===== src/rtl/freq_sample_buffer_if.sv =====
// rtl/freq_sample_buffer_if.sv - control, sample and result signals of the frequency sample buffer
interface freq_sample_buffer_if #(
  parameter int WIDTH = 13,
  parameter int DEPTH = 8
);
  localparam int LOG2_DEPTH = $clog2(DEPTH);

  logic                        enable;
  logic                        in_wave;
  logic [WIDTH-1:0]            current_freq;
  logic [15:0]                 samples_required;
  logic [WIDTH-1:0]            average;
  logic                        average_valid;
  logic [DEPTH*WIDTH-1:0]      buff;
  logic [LOG2_DEPTH-1:0]       wr_ptr;
  logic [15:0]                 sample_count;
  logic                        done_flag;
  logic [WIDTH-1:0]            min_freq;
  logic [WIDTH-1:0]            max_freq;

  modport master (
    output enable, in_wave, current_freq, samples_required,
    input  average, average_valid, buff, wr_ptr, sample_count, done_flag, min_freq, max_freq
  );

  modport slave (
    input  enable, in_wave, current_freq, samples_required,
    output average, average_valid, buff, wr_ptr, sample_count, done_flag, min_freq, max_freq
  );
endinterface


===== src/rtl/freq_sample_buffer.sv =====
// rtl/freq_sample_buffer.sv - circular sample buffer with moving average; FREQ_BUF_MINMAX_EN adds min/max tracking
module freq_sample_buffer #(
  parameter int WIDTH = 13,
  parameter int DEPTH = 8
) (
  input  logic                  Clock,
  input  logic                  nReset,
  freq_sample_buffer_if.slave   bus
);
  localparam int LOG2_DEPTH = $clog2(DEPTH);
  localparam int SUM_W      = WIDTH + LOG2_DEPTH;

  typedef enum logic [1:0] {IDLE, COLLECT, DONE} state_e;

  state_e                 state_q, state_d;
  logic                   sync1_q, sync2_q, dly_q;
  logic                   strobe, start, capture;
  logic [WIDTH-1:0]       buff_q [DEPTH];
  logic [WIDTH-1:0]       buff_d [DEPTH];
  logic [LOG2_DEPTH-1:0]  wr_ptr_q, wr_ptr_d;
  logic [15:0]            count_q, count_d;
  logic [15:0]            target_q, target_d;
  logic [SUM_W-1:0]       sum_q, sum_d;
  logic [WIDTH-1:0]       avg_q, avg_d;
  logic                   avg_valid_q, avg_valid_d;
  logic                   done_q, done_d;
  logic [DEPTH*WIDTH-1:0] buff_flat;

  always_ff @(posedge Clock) begin
    if (!nReset) begin
      sync1_q <= 1'b0;
      sync2_q <= 1'b0;
      dly_q   <= 1'b0;
    end else begin
      sync1_q <= bus.in_wave;
      sync2_q <= sync1_q;
      dly_q   <= sync2_q;
    end
  end

  assign strobe  = sync2_q & ~dly_q;
  assign start   = (state_q == IDLE) && bus.enable;
  // Dropping enable wins over a coincident strobe
  assign capture = (state_q == COLLECT) && bus.enable && strobe;

  always_comb begin
    state_d     = state_q;
    buff_d      = buff_q;
    wr_ptr_d    = wr_ptr_q;
    count_d     = count_q;
    target_d    = target_q;
    sum_d       = sum_q;
    done_d      = done_q;
    avg_d       = WIDTH'(sum_q >> LOG2_DEPTH);
    avg_valid_d = avg_valid_q | (count_q >= 16'(DEPTH));

    case (state_q)
      IDLE: begin
        if (start) begin
          state_d     = COLLECT;
          target_d    = bus.samples_required;
          for (int i = 0; i < DEPTH; i++) buff_d[i] = '0;
          wr_ptr_d    = '0;
          count_d     = '0;
          sum_d       = '0;
          avg_d       = '0;
          avg_valid_d = 1'b0;
          done_d      = 1'b0;
        end
      end
      COLLECT: begin
        if (!bus.enable) begin
          state_d = IDLE;
        end else if (capture) begin
          buff_d[wr_ptr_q] = bus.current_freq;
          wr_ptr_d         = wr_ptr_q + LOG2_DEPTH'(1);
          sum_d            = sum_q + SUM_W'(bus.current_freq) - SUM_W'(buff_q[wr_ptr_q]);
          count_d          = (count_q == 16'hFFFF) ? count_q : count_q + 16'd1;
          if ((target_q != 16'd0) && (count_d == target_q)) begin
            state_d = DONE;
            done_d  = 1'b1;
          end
        end
      end
      DONE: begin
        if (!bus.enable) begin
          state_d = IDLE;
          done_d  = 1'b0;
        end
      end
      default: state_d = IDLE;
    endcase
  end

  always_ff @(posedge Clock) begin
    if (!nReset) begin
      state_q     <= IDLE;
      for (int i = 0; i < DEPTH; i++) buff_q[i] <= '0;
      wr_ptr_q    <= '0;
      count_q     <= '0;
      target_q    <= '0;
      sum_q       <= '0;
      avg_q       <= '0;
      avg_valid_q <= 1'b0;
      done_q      <= 1'b0;
    end else begin
      state_q     <= state_d;
      for (int i = 0; i < DEPTH; i++) buff_q[i] <= buff_d[i];
      wr_ptr_q    <= wr_ptr_d;
      count_q     <= count_d;
      target_q    <= target_d;
      sum_q       <= sum_d;
      avg_q       <= avg_d;
      avg_valid_q <= avg_valid_d;
      done_q      <= done_d;
    end
  end

  always_comb begin
    buff_flat = '0;
    for (int i = 0; i < DEPTH; i++) buff_flat[i*WIDTH +: WIDTH] = buff_q[i];
  end

`ifdef FREQ_BUF_MINMAX_EN
  logic             cap_q;
  logic [WIDTH-1:0] cap_data_q, min_q, max_q;

  // Extremes follow the captured sample one cycle later, like the average
  always_ff @(posedge Clock) begin
    if (!nReset) begin
      cap_q      <= 1'b0;
      cap_data_q <= '0;
      min_q      <= '0;
      max_q      <= '0;
    end else if (start) begin
      cap_q      <= 1'b0;
      min_q      <= '1;
      max_q      <= '0;
    end else begin
      cap_q <= capture;
      if (capture) cap_data_q <= bus.current_freq;
      if (cap_q) begin
        if (cap_data_q < min_q) min_q <= cap_data_q;
        if (cap_data_q > max_q) max_q <= cap_data_q;
      end
    end
  end

  assign bus.min_freq = min_q;
  assign bus.max_freq = max_q;
`else
  assign bus.min_freq = '0;
  assign bus.max_freq = '0;
`endif

  assign bus.buff          = buff_flat;
  assign bus.wr_ptr        = wr_ptr_q;
  assign bus.sample_count  = count_q;
  assign bus.average       = avg_q;
  assign bus.average_valid = avg_valid_q;
  assign bus.done_flag     = done_q;
endmodule

===== src/flat_wrapper.sv =====
// flat-port wrapper written by rule: the top's interface ports become plain ports
module freq_sample_buffer_flat 
#(
  parameter int WIDTH = 13,
  parameter int DEPTH = 8
)
  (Clock, nReset, bus_enable, bus_in_wave, bus_current_freq, bus_samples_required, bus_average, bus_average_valid, bus_buff, bus_wr_ptr, bus_sample_count, bus_done_flag, bus_min_freq, bus_max_freq);
  freq_sample_buffer_if #(.WIDTH(WIDTH), .DEPTH(DEPTH)) bus_i ();
  input  logic Clock;
  input  logic nReset;
  input wire logic [$bits(bus_i.enable)-1:0] bus_enable;
  input wire logic [$bits(bus_i.in_wave)-1:0] bus_in_wave;
  input wire logic [$bits(bus_i.current_freq)-1:0] bus_current_freq;
  input wire logic [$bits(bus_i.samples_required)-1:0] bus_samples_required;
  output wire logic [$bits(bus_i.average)-1:0] bus_average;
  output wire logic [$bits(bus_i.average_valid)-1:0] bus_average_valid;
  output wire logic [$bits(bus_i.buff)-1:0] bus_buff;
  output wire logic [$bits(bus_i.wr_ptr)-1:0] bus_wr_ptr;
  output wire logic [$bits(bus_i.sample_count)-1:0] bus_sample_count;
  output wire logic [$bits(bus_i.done_flag)-1:0] bus_done_flag;
  output wire logic [$bits(bus_i.min_freq)-1:0] bus_min_freq;
  output wire logic [$bits(bus_i.max_freq)-1:0] bus_max_freq;
  assign bus_i.enable = bus_enable;
  assign bus_i.in_wave = bus_in_wave;
  assign bus_i.current_freq = bus_current_freq;
  assign bus_i.samples_required = bus_samples_required;
  assign bus_average = bus_i.average;
  assign bus_average_valid = bus_i.average_valid;
  assign bus_buff = bus_i.buff;
  assign bus_wr_ptr = bus_i.wr_ptr;
  assign bus_sample_count = bus_i.sample_count;
  assign bus_done_flag = bus_i.done_flag;
  assign bus_min_freq = bus_i.min_freq;
  assign bus_max_freq = bus_i.max_freq;
  freq_sample_buffer #(.WIDTH(WIDTH), .DEPTH(DEPTH)) u_core (.Clock(Clock), .nReset(nReset), .bus(bus_i));
endmodule

===== config.mk =====
export PLATFORM = sky130hd
export DESIGN_NAME = freq_sample_buffer_flat
export DESIGN_NICKNAME = d
export VERILOG_FILES = /design/src/rtl/freq_sample_buffer_if.sv /design/src/rtl/freq_sample_buffer.sv /design/src/flat_wrapper.sv
export SDC_FILE = /design/constraint.sdc
export NUM_CORES = 1
export LEC_CHECK = 0
export CAP_MARGIN = 40
export CORE_AREA = 2 2 100 198
export DETAILED_ROUTE_END_ITERATION = 10
export DIE_AREA = 0 0 102 200
export PLACE_DENSITY_LB_ADDON = 0.15
export SLEW_MARGIN = 20
export SYNTH_ARGS = -nofsm -noshare
export SYNTH_HDL_FRONTEND = slang
export SYNTH_SLANG_ARGS = --single-unit

===== constraint.sdc =====
create_clock -name Clock -period 12.8 [get_ports Clock]
set_input_delay 1.28 -clock Clock [delete_from_list [all_inputs] [get_ports Clock]]
set_output_delay 1.28 -clock Clock [all_outputs]
set_load 0.05 [all_outputs]

After elaboration in Yosys (flattened, before gate mapping) --
Cells that the tools add are included.
Storage, ports and cells: flip-flop bits (word level) 175, bits of input ports 33, output and inout bits 164, logic and storage cells 92
Operators by class: add/subtract/negate cells 4, order comparisons 3, equality and inequality tests 11, muxes and demuxes 38, bitwise gates (word level) 4, reduce and logical (&&, ||, !) cells 13
Operators with widths (number):
- 2-to-1 mux 104 bit | 3
- case mux 104 bit (2 select lines) | 1
- bitwise mux 104 bit | 1
- 2-to-1 mux 16 bit | 6
- 2-to-1 mux 13 bit | 5
- case mux 16 bit (2 select lines) | 2
- binary-select mux 13 bit (select 3 bit) | 1
- demux 13 bit (select 3 bit) | 1
- adder 16 x 1 -> 16 bit (second input constant) | 1
- adder 16 x 13 -> 16 bit | 1
- equality test 16 bit | 1
- equality test 16 bit (second input constant) | 1
- >= comparator 16 x 4 -> 1 bit (second input constant) | 1
- nonzero test 16 bit | 1
- subtractor 16 x 13 -> 16 bit | 1
- 2-to-1 mux 2 bit | 5
- 2-to-1 mux 3 bit | 3
- AND reduction 4 bit | 2
- 2-to-1 mux 1 bit | 7
- inequality test 2 bit (second input constant) | 3
- case mux 2 bit (3 select lines) | 1
- case mux 3 bit (2 select lines) | 1
- AND reduction 6 bit | 1
- logical AND 1 bit | 5
- 17 further kinds | 18

Longest topological paths before layout --
depth in word-level cells 9, mapped depth 19, mapped depth without buffers 18

Least setup slack after synthesis --
Ideal clock, no wire load.
path type register to register, start reg u_core.wr_ptr_q[0], in the netlist u_core.bus.wr_ptr[0], end reg u_core.sum_q[12], setup time 65 ps, arrival time 4563 ps, data required time 12735 ps, path slack 8172 ps, stages on the path, launching flop included 18, path buffers 3, clock period less this slack 4628 ps, cells stage by stage dfxtp_1 -> clkbuf_1 -> buf_1 -> clkbuf_1 -> mux4_2 -> nand2_1 -> nand2_1 -> fa_1 -> inv_1 -> ha_1 -> nor2b_1 -> o21a_1 -> o21ai_1 -> a211oi_1 -> o41ai_1 -> a21boi_0 -> o32a_1 -> nor2_1
On the way: cells in the longest elaborated chain, start to end 8
Ends and longest elaborated chain:
- from (decl) | RTL line freq_sample_buffer.sv:20 | logic [LOG2_DEPTH-1:0] wr_ptr_q, wr_ptr_d;
- from (signal assigned) | RTL line freq_sample_buffer.sv:109 | wr_ptr_q <= wr_ptr_d;
- NOT 3 -> 4 bit (not written as such) | RTL line freq_sample_buffer.sv:77 | sum_d = sum_q + SUM_W'(bus.current_freq) - SUM_W'(buff_q[wr_ptr_q]);
- binary-select mux 13 bit (select 3 bit) | RTL line freq_sample_buffer.sv:77
- 2-to-1 mux 13 bit (not written as such) (2 in a row) | RTL line freq_sample_buffer.sv:77
- subtractor 16 x 13 -> 16 bit | RTL line freq_sample_buffer.sv:77
- 2-to-1 mux 16 bit | RTL line freq_sample_buffer.sv:74 | end else if (capture) begin
- 2-to-1 mux 16 bit | RTL line freq_sample_buffer.sv:72 | if (!bus.enable) begin
- case mux 16 bit (2 select lines) | RTL line freq_sample_buffer.sv:57 | case (state_q)
- to (signal assigned) | RTL line freq_sample_buffer.sv:112 | sum_q <= sum_d;
- to (decl) | RTL line freq_sample_buffer.sv:23 | logic [SUM_W-1:0] sum_q, sum_d;
Every way passes these cells. The select of a mux whose other input is x is not followed. A chain may end at the register's enable or synchronous reset.

Worst setup path after layout --
start reg u_core.wr_ptr_q[1], in the netlist u_core.bus.wr_ptr[1], end reg u_core.sum_q[14]
Same word-level chain as after synthesis.

==> Flow_metrics.wiki <==
{| class="wikitable"
! Metric !! Value
|-
| Outcome || complete, no violations
|-
| Clock latency of the later-clocked register in the worst-skew pair || approximately 0.44 ns
|-
| Number of hold-slack violations in the final timing report || 0
|-
| Root Driver || sky130_fd_sc_hd__clkbuf_16
|-
| Worst vdd ir || between 0.00009 and 0.0001 V
|-
| Largest fanout of any net on the critical path || 33
|-
| Clock Tree Buf Depth || 2
|-
| Initial DRC Count || 670
|-
| Slew of the pin with the lowest slew margin || between 0.8 and 0.9 ns
|-
| Post-detailed-routing wire length || around 35 mm
|-
| Cell count after synthesis || between 1000 and 1500
|-
| Max Transition Viols Final || 0
|-
| Number of enable flip-flop cells after synthesis || 0
|-
| Largest net degree at the start of global routing || 75
|-
| Total setup buffers inserted after CTS || 0
|-
| Total Routing Usage GR || 0.3428
|-
| Drt drc || 0
|-
| Share of the clock period used by the worst path after layout || 0.3536
|-
| Clk slew on worst S/H paths || 0.07 ns
|-
| Average wire length per cell after detail routing || between 20 and 25 µm
|-
| Required time worst endpoint || ~13 ns
|-
| Synth top area share || 0.3774
|-
| Type of the most critical hold path || reg2reg
|-
| Fin Clk Skew || between 0.008 and 0.009 ns
|-
| Unrepaired setup endpoints after global routing || false
|-
| Type of the worst setup path || reg2reg
|-
| Number of buffers inserted by port buffering || 170
|-
| Area grow syn2layout || 25.66%
|-
| RR Startpoint || u_core.bus.wr_ptr[1]$_SDFFE_PN0P_
|-
| Remaining max-slew budget at the tightest pin || 0.4214
|-
| Ports placed on the boundary || between 150 and 200
|-
| Total gr overflow || 0
|-
| Die Outline Area || 0.02040 mm²
|-
| Final min period || between 4 and 5 ns
|-
| Number of warnings reported in the yosys synthesis log || 0
|-
| Post-synth design cell area || a little over 0.009 mm²
|-
| Reported leakage power || approximately 0.0042 µW
|-
| CP startpoint kind || flip-flop
|-
| Starting density of the core || 0.4929
|-
| Via count of the first global-routing pass || 8900
|-
| Hold wc startpoint || u_core.sync1_q$_SDFF_PN0_
|-
| Library cells used by synthesis || 71
|-
| Fmax || between 0.2 and 0.25 GHz
|-
| CTS resizes || 0
|-
| Final core utilization || 0.6194
|-
| Number of detailed-route iterations in the first pass || 5
|-
| R2R setup slack || about 8.3 ns
|-
| Arrival time reported for the critical path endpoint || between 4 and 5 ns
|-
| Number of placement rows || just over 70
|-
| Power density cells || between 100 and 150 mW/mm²
|-
| Hold buffer count at cts || 0
|-
| Count of endpoints failing setup in the final report || 0
|-
| Predominant post-synthesis flop cell || sky130_fd_sc_hd__dfxtp_1
|-
| Die Height || 200 µm
|-
| Total number of nets in the final design || around 1400
|-
| Wire length of the first global-routing pass || 51.73 mm
|-
| Synthesized flop and latch total || 175
|-
| Layout cells sized above 1 || 0.05768
|-
| Post-DP HPWL || around 26 mm
|-
| Standard cell core area || around 0.019 mm²
|-
| Maximum level of the CTS H-tree || 4
|-
| Number of nets with antenna violations after routing || 0
|-
| Hold Crit Depth || 1
|-
| Most numerous cell types in the synthesized netlist || 266 x sky130_fd_sc_hd__nor2_1, 175 x sky130_fd_sc_hd__dfxtp_1, 111 x sky130_fd_sc_hd__a31oi_1, 104 x sky130_fd_sc_hd__nand2_1, 69 x sky130_fd_sc_hd__inv_1
|-
| Antenna diode count || 0
|-
| Worst Setup End Kind || flip-flop
|-
| Portion of the post-synthesis area used by sequential elements || 0.3774
|-
| Floorplan die width || 102 µm
|-
| Antenna violations before repair || 0
|-
| Top-count cell post-synth || sky130_fd_sc_hd__nor2_1
|-
| Avg Inst Size Synth || between 7 and 8 µm²
|-
| Setup TNS after final layout || 0 ns
|-
| Number of maximum-capacitance constraint violations || 0
|-
| Avg Vias per Cell || 5.886
|-
| Hold worst-path end || u_core.sync2_q$_SDFF_PN0_
|-
| Routability congestion estimate || ~1.0
|-
| Number of buffers created by CTS || 17
|-
| Share of async-settable or async-resettable flops after synthesis || 0
|-
| Number of sinks handled by clock tree synthesis || around 180
|-
| TritonCTS clock tree || built
|-
| Reg2Reg Depth || 18
|-
| Cell taking the most area after synthesis || sky130_fd_sc_hd__dfxtp_1
|-
| Endpoint of the worst register-to-register path || u_core.sum_q[14]$_SDFFE_PN0P_
|-
| Top cells by area, synth || sky130_fd_sc_hd__dfxtp_1 38%, sky130_fd_sc_hd__nor2_1 11%, sky130_fd_sc_hd__a31oi_1 7.5%
|-
| Total vias in the final route || 9358
|}
## report_power, final
group	internal, µW	total [µW]	switching [µW]
logic	49.6	149	99.7
registers	549	555	6.23
clock network	269	503	234
total	868	1210	340
## cells by family after synthesis
logic type / count (synthesis) / synth area share
compound gates: 270 / 0.1861
xor+xnor: 28 / 0.02642
fa+ha+maj: 32 / 0.05365
buf+inv: 184 / 0.08856
flops: 175 / 0.3774
mux: 29 / 0.04084
other cells: 1 / 0.0004040
simple gates: 483 / 0.2266
## state kept, by name, summed over array words and instances (netlist names), 2 cells and up
register	flops
u_core.state_q	2
u_core.bus.buff	104
u_core.target_q	16
u_core.sum_q	16
u_core.bus.wr_ptr	3
u_core.bus.average	13
u_core.bus.sample_count	16
## critical path, stage by stage (launching register included)
cell	delay, ns
sky130_fd_sc_hd__dfxtp_1	0.31
sky130_fd_sc_hd__buf_4	0.38
sky130_fd_sc_hd__inv_1	0.31
sky130_fd_sc_hd__nor2_1	0.35
sky130_fd_sc_hd__a22o_1	0.20
sky130_fd_sc_hd__a22oi_1	0.06
sky130_fd_sc_hd__o21ai_0	0.12
sky130_fd_sc_hd__ha_1	0.27
sky130_fd_sc_hd__inv_1	0.06
sky130_fd_sc_hd__ha_1	0.18
sky130_fd_sc_hd__inv_1	0.06
sky130_fd_sc_hd__fa_1	0.41
sky130_fd_sc_hd__nor2b_1	0.14
sky130_fd_sc_hd__o21a_1	0.14
sky130_fd_sc_hd__o21ai_1	0.13
sky130_fd_sc_hd__a211oi_1	0.46
sky130_fd_sc_hd__nor3_1	0.12
sky130_fd_sc_hd__o41ai_1	0.48
sky130_fd_sc_hd__o221ai_1	0.19
## layout make-up
type,instances,area (µm²)
clock buffer,20,436.7
fill,1755,7168
multi-input combinational,868,5059
tap,255,319.1
inverter,71,269.0
clock inverter,11,110.1
sequential,175,3503
timing repair buffer,190,1968
## worst max path at each step
stage,start,endpoint,cells after the start
after detailed placement,bus_current_freq[1],u_core.sum_q[15]$_SDFFE_PN0P_,13
after global routing,u_core.bus.wr_ptr[1]$_SDFFE_PN0P_,u_core.sum_q[14]$_SDFFE_PN0P_,18
final,u_core.bus.wr_ptr[1]$_SDFFE_PN0P_,u_core.sum_q[14]$_SDFFE_PN0P_,18
after floorplan,u_core.bus.wr_ptr[0]$_SDFFE_PN0P_,u_core.sum_q[12]$_SDFFE_PN0P_,17
after CTS,u_core.bus.wr_ptr[1]$_SDFFE_PN0P_,u_core.sum_q[14]$_SDFFE_PN0P_,18
after global placement,bus_current_freq[1],u_core.sum_q[15]$_SDFFE_PN0P_,13
## routing by layer
| metal | vias to the layer above | share of wire | track usage |
|---|---|---|---|
| met3 | 124 | 0.059 | 0.05536 |
| met4 | 0 | 0.073 | 0.2346 |
| li1 | 4347 | - | - |
| met1 | 4437 | 0.33 | 0.3391 |
| met2 | 450 | 0.54 | 0.6340 |
| met5 | - | 0 | 0 |
## per-stage QoR
| stage | hold WS, ns | cells | setup WS, ns | cell area, µm² | power (µW) |
|---|---|---|---|---|---|
| global placement | 0.4204 | 1548 | 8.048 | 10920 | 709.8 |
| floorplan | 0.4119 | 1227 | 8.172 | 9376 | 675.7 |
| global route | 0.4538 | 1590 | 8.040 | 11660 | 1246 |
| detailed placement | 0.4217 | 1557 | 7.986 | 11090 | 714.0 |
| finish | 0.4345 | 1590 | 8.274 | 11660 | 1207 |
| CTS | 0.4391 | 1588 | 8.364 | 11630 | 1209 |
## cell usage in the layout (no fill, tap or decap), types with 7 or more instances in the layout
cell | netlist | routed
sky130_fd_sc_hd__nor2_1 | 266 | 266
sky130_fd_sc_hd__dfxtp_1 | 175 | 175
sky130_fd_sc_hd__a221oi_1 | 9 | 9
sky130_fd_sc_hd__clkdlybuf4s50_1 | 0 | 170
sky130_fd_sc_hd__nand4_1 | 7 | 7
sky130_fd_sc_hd__fa_1 | 13 | 13
sky130_fd_sc_hd__a211oi_1 | 7 | 7
sky130_fd_sc_hd__a22oi_1 | 12 | 12
sky130_fd_sc_hd__a31oi_1 | 111 | 111
sky130_fd_sc_hd__xor2_1 | 9 | 9
sky130_fd_sc_hd__ha_1 | 19 | 19
sky130_fd_sc_hd__nor4_1 | 9 | 9
sky130_fd_sc_hd__mux2_2 | 11 | 11
sky130_fd_sc_hd__buf_8 | 0 | 7
sky130_fd_sc_hd__clkbuf_16 | 0 | 17
sky130_fd_sc_hd__mux2i_1 | 12 | 12
sky130_fd_sc_hd__nand2_1 | 104 | 103
sky130_fd_sc_hd__buf_4 | 29 | 9
sky130_fd_sc_hd__o21ai_0 | 28 | 28
sky130_fd_sc_hd__xnor2_1 | 19 | 19
sky130_fd_sc_hd__nand3_1 | 34 | 34
sky130_fd_sc_hd__a21oi_1 | 57 | 57
sky130_fd_sc_hd__conb_1 | 1 | 26
sky130_fd_sc_hd__and3_1 | 8 | 8
sky130_fd_sc_hd__nor3_1 | 19 | 19
sky130_fd_sc_hd__inv_1 | 69 | 68
Power figures use the tool's default switching activity.
